### src/rtl/draw_sched_pkg.sv
// Shared definitions for the sprite draw scheduler.
// Contents: pixel field widths, default erase colour and the scheduler state encoding.
package draw_sched_pkg;

    localparam int unsigned X_W      = 8;
    localparam int unsigned Y_W      = 7;
    localparam int unsigned COLOUR_W = 3;

    localparam logic [COLOUR_W-1:0] BG_COLOUR_DEFAULT = 3'b000;

    typedef enum logic [1:0] {
        ST_IDLE,
        ST_SCAN,
        ST_START,
        ST_WAIT
    } sched_state_t;

endpackage

### src/rtl/sched_watchdog.sv
// Per-pass WAIT watchdog for the sprite draw scheduler (used when SCHED_TIMEOUT_EN is defined).
// Ports:
//   clock, resetn : clock and asynchronous active-low reset
//   clear         : restart the count at 0
//   enable        : count this cycle
//   expired       : high in the TIMEOUT_CYCLES-th enabled cycle since the last clear
module sched_watchdog #(
    parameter int unsigned TIMEOUT_CYCLES = 255
) (
    input  logic clock,
    input  logic resetn,
    input  logic clear,
    input  logic enable,
    output logic expired
);

    localparam int unsigned CW = $clog2(TIMEOUT_CYCLES + 1);

    logic [CW-1:0] count;

    // count is 0 in the first enabled cycle, so expiry at TIMEOUT_CYCLES-1
    // bounds a pass to exactly TIMEOUT_CYCLES waiting cycles.
    assign expired = enable && (count == CW'(TIMEOUT_CYCLES - 1));

    always_ff @(posedge clock or negedge resetn) begin
        if (!resetn) begin
            count <= '0;
        end else if (clear) begin
            count <= '0;
        end else if (enable && !expired) begin
            count <= count + 1'b1;
        end
    end

endmodule

### src/rtl/sprite_draw_scheduler.sv
// Sprite draw scheduler: time-shares one VGA pixel port between NUM_SPRITES drawers.
// Each frame visits every enabled slot in order and runs an erase pass (BG_COLOUR at
// the previous position) followed by a draw pass.
// Optional feature: define SCHED_TIMEOUT_EN to bound each WAIT pass to TIMEOUT_CYCLES.
// Ports:
//   clock, resetn                      : clock, asynchronous active-low reset
//   frame_tick                         : request a redraw of all sprites
//   sprite_en/x/y/colour/done          : per-drawer enable, pixel, colour, idle flag
//   start                              : one-hot restart pulse to a drawer
//   erase                              : current pass is an erase pass
//   vga_x, vga_y, vga_colour, vga_plot : muxed pixel write to the VGA adapter
//   busy, frame_done                   : frame in progress / last slot completed
//   frame_overrun, timeout_err         : sticky error flags
module sprite_draw_scheduler
    import draw_sched_pkg::*;
#(
    parameter int unsigned          NUM_SPRITES    = 7,
    parameter int unsigned          TIMEOUT_CYCLES = 255,
    parameter logic [COLOUR_W-1:0]  BG_COLOUR      = BG_COLOUR_DEFAULT
) (
    input  logic                            clock,
    input  logic                            resetn,
    input  logic                            frame_tick,
    input  logic [NUM_SPRITES-1:0]          sprite_en,
    input  logic [X_W*NUM_SPRITES-1:0]      sprite_x,
    input  logic [Y_W*NUM_SPRITES-1:0]      sprite_y,
    input  logic [COLOUR_W*NUM_SPRITES-1:0] sprite_colour,
    input  logic [NUM_SPRITES-1:0]          sprite_done,
    output logic [NUM_SPRITES-1:0]          start,
    output logic                            erase,
    output logic [X_W-1:0]                  vga_x,
    output logic [Y_W-1:0]                  vga_y,
    output logic [COLOUR_W-1:0]             vga_colour,
    output logic                            vga_plot,
    output logic                            busy,
    output logic                            frame_done,
    output logic                            frame_overrun,
    output logic                            timeout_err
);

    // idx also takes the value NUM_SPRITES: that is the "past last slot" scan
    // cycle which ends the frame, giving an empty frame NUM_SPRITES+1 cycles.
    localparam int unsigned IDX_W = $clog2(NUM_SPRITES + 1);

    sched_state_t     state, state_n;
    logic [IDX_W-1:0] idx, idx_n;
    logic             erase_n;
    logic             slot_valid;
    logic [IDX_W-1:0] sel;
    logic             pass_done;

    assign slot_valid = (idx < IDX_W'(NUM_SPRITES));
    assign sel        = slot_valid ? idx : '0;

`ifdef SCHED_TIMEOUT_EN
    logic wd_expired;

    sched_watchdog #(
        .TIMEOUT_CYCLES(TIMEOUT_CYCLES)
    ) u_watchdog (
        .clock   (clock),
        .resetn  (resetn),
        .clear   (state != ST_WAIT),
        .enable  (state == ST_WAIT),
        .expired (wd_expired)
    );

    assign pass_done = sprite_done[sel] | wd_expired;

    always_ff @(posedge clock or negedge resetn) begin
        if (!resetn) begin
            timeout_err <= 1'b0;
        end else if ((state == ST_WAIT) && wd_expired && !sprite_done[sel]) begin
            timeout_err <= 1'b1;
        end
    end
`else
    logic unused_timeout;

    assign pass_done      = sprite_done[sel];
    assign timeout_err    = 1'b0;
    assign unused_timeout = (TIMEOUT_CYCLES == 0);
`endif

    always_ff @(posedge clock or negedge resetn) begin
        if (!resetn) begin
            state <= ST_IDLE;
            idx   <= '0;
            erase <= 1'b1;
        end else begin
            state <= state_n;
            idx   <= idx_n;
            erase <= erase_n;
        end
    end

    always_comb begin
        state_n    = state;
        idx_n      = idx;
        erase_n    = erase;
        start      = '0;
        frame_done = 1'b0;
        unique case (state)
            ST_IDLE: begin
                if (frame_tick) begin
                    state_n = ST_SCAN;
                    idx_n   = '0;
                    erase_n = 1'b1;
                end
            end
            ST_SCAN: begin
                if (!slot_valid) begin
                    state_n    = ST_IDLE;
                    frame_done = 1'b1;
                end else if (sprite_en[sel]) begin
                    state_n = ST_START;
                end else begin
                    idx_n = idx + 1'b1;
                end
            end
            ST_START: begin
                start[sel] = 1'b1;
                state_n    = ST_WAIT;
            end
            ST_WAIT: begin
                // The enable is not re-checked here, so a started slot always
                // finishes both passes.
                if (pass_done) begin
                    if (erase) begin
                        erase_n = 1'b0;
                        state_n = ST_START;
                    end else begin
                        erase_n = 1'b1;
                        idx_n   = idx + 1'b1;
                        state_n = ST_SCAN;
                    end
                end
            end
            default: state_n = ST_IDLE;
        endcase
    end

    always_ff @(posedge clock or negedge resetn) begin
        if (!resetn) begin
            frame_overrun <= 1'b0;
        end else if (frame_tick && (state != ST_IDLE)) begin
            frame_overrun <= 1'b1;
        end
    end

    assign busy       = (state != ST_IDLE);
    assign vga_plot   = (state == ST_WAIT) && !sprite_done[sel];
    assign vga_x      = sprite_x[sel*X_W +: X_W];
    assign vga_y      = sprite_y[sel*Y_W +: Y_W];
    assign vga_colour = erase ? BG_COLOUR : sprite_colour[sel*COLOUR_W +: COLOUR_W];

endmodule
### config.mk
export PLATFORM = sky130hd
export DESIGN_NAME = sprite_draw_scheduler
export DESIGN_NICKNAME = d
export VERILOG_FILES = /design/src/rtl/draw_sched_pkg.sv /design/src/rtl/sched_watchdog.sv /design/src/rtl/sprite_draw_scheduler.sv
export SDC_FILE = /design/constraint.sdc
export NUM_CORES = 1
export LEC_CHECK = 0
export ABC_CLOCK_PERIOD_IN_PS = 3650
export CORE_MARGIN = 2
export CORE_UTILIZATION = 35
export CTS_CLUSTER_DIAMETER = 60
export DETAILED_ROUTE_END_ITERATION = 10
export MAX_ROUTING_LAYER = met4
export PLACE_DENSITY = 0.93
export RECOVER_POWER = 100
export SLEW_MARGIN = 20
export SYNTH_ARGS = -nofsm -noshare
export SYNTH_HDL_FRONTEND = slang
export SYNTH_SLANG_ARGS = --single-unit
### constraint.sdc
create_clock -name clock -period 3.65 [get_ports clock]
set_input_delay 0.365 -clock clock [delete_from_list [all_inputs] [get_ports clock]]
set_output_delay 0.365 -clock clock [all_outputs]
set_load 0.02 [all_outputs]
==> metrics <==
adder-cell share of the synthesized area 0.641%; P_sw 0.00132 W; multiplexer share of the synthesized area 28.5%; Slew Viols, Final 0; Cells after Synth 279; Yosys Warn Count 0; clock slew at the register clock pins of the worst setup and hold paths 0.04 ns; placed cell area 3660 um2; post-route ant nets 0; Tot GR Track Use 26.3%; final clock period utilization by the worst path 91.8%; post-detailed-route DRC marker count 0; Synth Area per Inst 6.99 um2; worst hold path stage count 1; fraction of the mapped netlist area in compound gates 32.7%; maximum clock path buffer count 2; Sw Ratio 53.6%; Initial DRC Count 136; hold buffer count at CTS 0; fraction of synthesized cell area taken by the top area cell type 21.0%; iteration count of the initial detailed-routing pass 5; clock latency at the later pin of the worst-skew pair 0.23 ns; path class of the lowest-slack min-delay path reg -> reg; routed metal-1 wirelength 3060 um; number of clock sinks 7; Root Buffer clkbuf_8; signed area change from the synthesized netlist to the final layout 88.9%; total congestion overflow after global routing 0; final net count 579; Cell Pwr Density 671 nW/um2; logic depth of the worst register-to-register path 5; core box area 5440 um2; detailed-route via count 2891; Post-Layout Inst Area 3680 um2; final setup vio count 0; Slew headroom 53.6%; HPWL after detailed placement 6590 um; Starting Density 35.9%; combinational family with the most area after synthesis compound AO/OA/AOI/OAI gates; crit path cell chain inv_2 > nor2_1 > a21oi_1 > o221ai_1 > dlygate4sd3_1; most frequently used cell type in the post-synthesis netlist mux2i_1; count of endpoints failing hold in the final timing report 0; CTS tree done; type of the worst setup path reg -> out; post-detailed-route via-to-cell ratio 5.71; Critical Path RT 3.28 ns; max_cap viols 0; RSZ-0062 raised after global routing no; Top Layer Used met4; die area 6190 um2; outcome complete, no violations; top cells by count, synth 41 x mux2i_1, 36 x nor2_1, 33 x a21oi_1; wire length on met3 826 um; area share of xor/xnor cells in the synthesized design 0%; biggest fanout along the worst timing path 31; distinct cell type count after synthesis 50; proportion of synthesized flip-flops having asynchronous set or reset 100%; relative contribution of the clock network to total power 4.4%; reported leakage power 1.41 nW; vias in the first global route 2870; share of layout cells above drive strength 1 7.14%; width of the die 78.7 um; Crit-path slowest cell dfrtp_2; Max VDD drop 0.348 mV; initial antenna violation count 0; Syn Std Cell Area 1950 um2; CP startpoint kind flip-flop; net count of the mapped netlist 423; min Tclk post-route 3.35 ns; clk_skew 0.00589 ns; cell accounting for the most synthesized area mux2i_1; CTS H-Tree Depth 1; total CTS buffers 3; number of synthesized flops with an enable pin 0; ANT cells 0; post-CTS setup buffer count 0; vertical die dimension 78.7 um; Top FF cell, synth dfrtp_1; routed wire length on met2 4290 um; Power Internal 0.00115 W; Seq/Total Area, Yosys 9.04%; largest stage delay on the critical path 0.77 ns; combinational power share 83.1%; cell row count 27; proportion of power drawn by flip-flops and latches 12.5%; routed length per instance 16.6 um; number of port buffers 172; final sum of negative setup slack 0 ns; largest net degree at the start of global routing 32; post-synthesis sequential element count 7; final wirelength 8380 um; wire length of the first global-routing pass 13000 um; critical path arrival 2.98 ns; post-synthesis simple-gate area fraction 19.6%; Worst Setup End Kind output pin; measured slew at the worst slew-check pin 0.694 ns; Achievable Freq 299 MHz; number of filler instances in the final layout 453; Routability Congestion 0.846; top cells by area, synth mux2i_1 21%, a21oi_1 8.5%, dfrtp_1 7.7%; number of top-level pins 174
==> layout by cell type (no fill, tap or decap), drive strengths merged, types with 6 or more instances in the layout <==
cell type | Yosys | final
mux2i | 41 | 41
o21ai | 17 | 17
dlygate4sd3 | 0 | 27
nand2 | 29 | 29
mux2 | 11 | 11
a221oi | 7 | 7
o221ai | 13 | 13
clkdlybuf4s50 | 0 | 145
o22ai | 13 | 13
buf | 19 | 6
inv | 7 | 7
a21oi | 33 | 33
nor2 | 37 | 37
dfrtp | 6 | 6
==> final cells by class <==
type / count / area, um2 / area share, %
Inverter: 7 / 26.3 / 0.713
Tap cell: 72 / 90.1 / 2.44
Timing Repair Buffer: 178 / 1770 / 47.9
Multi-Input combinational cell: 238 / 1580 / 42.8
Clock buffer: 4 / 45.0 / 1.22
Sequential cell: 7 / 180 / 4.89
==> cell families (layout without fill, tap and decap cells) <==
family / count (synthesis) / after routing
adder cells (fa/ha/maj): 1 / 1
AND/OR/NAND/NOR: 86 / 86
multiplexers: 53 / 53
buffers and inverters: 34 / 189
AO/OA/AOI/OAI: 97 / 97
flip-flops: 7 / 7
other: 1 / 1
==> sequential cells by signal, indices dropped and copies added (netlist names) <==
register and cells:
frame_overrun 1, state 2, idx 3, erase 1
==> repair_timing <==
action,4_1_cts,5_1_grt
hold endpoints to repair,0,0
setup endpoints to repair,0,3
resized for setup,0,1
==> worst paths after layout <==
path                               start  slack (ns)             to
max in group asynchronous         resetn        2.86          erase
min reg2reg                frame_overrun        0.45  frame_overrun
max                               idx[0]        0.30       vga_x[6]
min in group asynchronous         resetn        0.48         idx[2]
max reg2reg                       idx[1]        1.12         idx[2]
min                        frame_overrun        0.45  frame_overrun
==> power by group through the flow <==
stage	registers, W	clock network (W)	logic (W)
CTS	0.000307	0.000110	0.00216
global route	0.000325	0.000115	0.00223
detailed placement	0.000308	0	0.00214
global placement	0.000299	0	0.00210
floorplan	0.000142	0	0.00155
finish	0.000309	0.000109	0.00205
==> critical path: cells and delay by family (launching register included) <==
| family | cells | cell delay (ns) |
|---|---|---|
| AO/OA/AOI/OAI | 2 | 0.44 |
| buffers and inverters | 2 | 0.94 |
| flip-flops | 1 | 0.77 |
| AND/OR/NAND/NOR | 1 | 0.59 |
==> metal layers <==
layer | GRT usage, % | up-vias
li1 | - | 1364
met1 | 28.1 | 1339
met2 | 48.4 | 166
met3 | 4.71 | 22
met4 | 9.30 | 0
met5 | - | -
==> per-stage QoR <==
step | setup slack [ns] | power [W] | hold slack [ns] | util, % | std cells
final | 0.301 | 0.00247 | 0.450 | 67.7 | 506
after CTS | 0.253 | 0.00257 | 0.423 | 68.1 | 506
after floorplan | 1.44 | 0.00170 | 0.0694 | - | 279
after global placement | 0.677 | 0.00240 | 0.440 | 67.2 | 502
after global routing | 0.137 | 0.00267 | 0.458 | 67.7 | 506
after detailed placement | 0.493 | 0.00245 | 0.452 | 67.2 | 502
No activity file was read; power rests on OpenSTA's default activity.
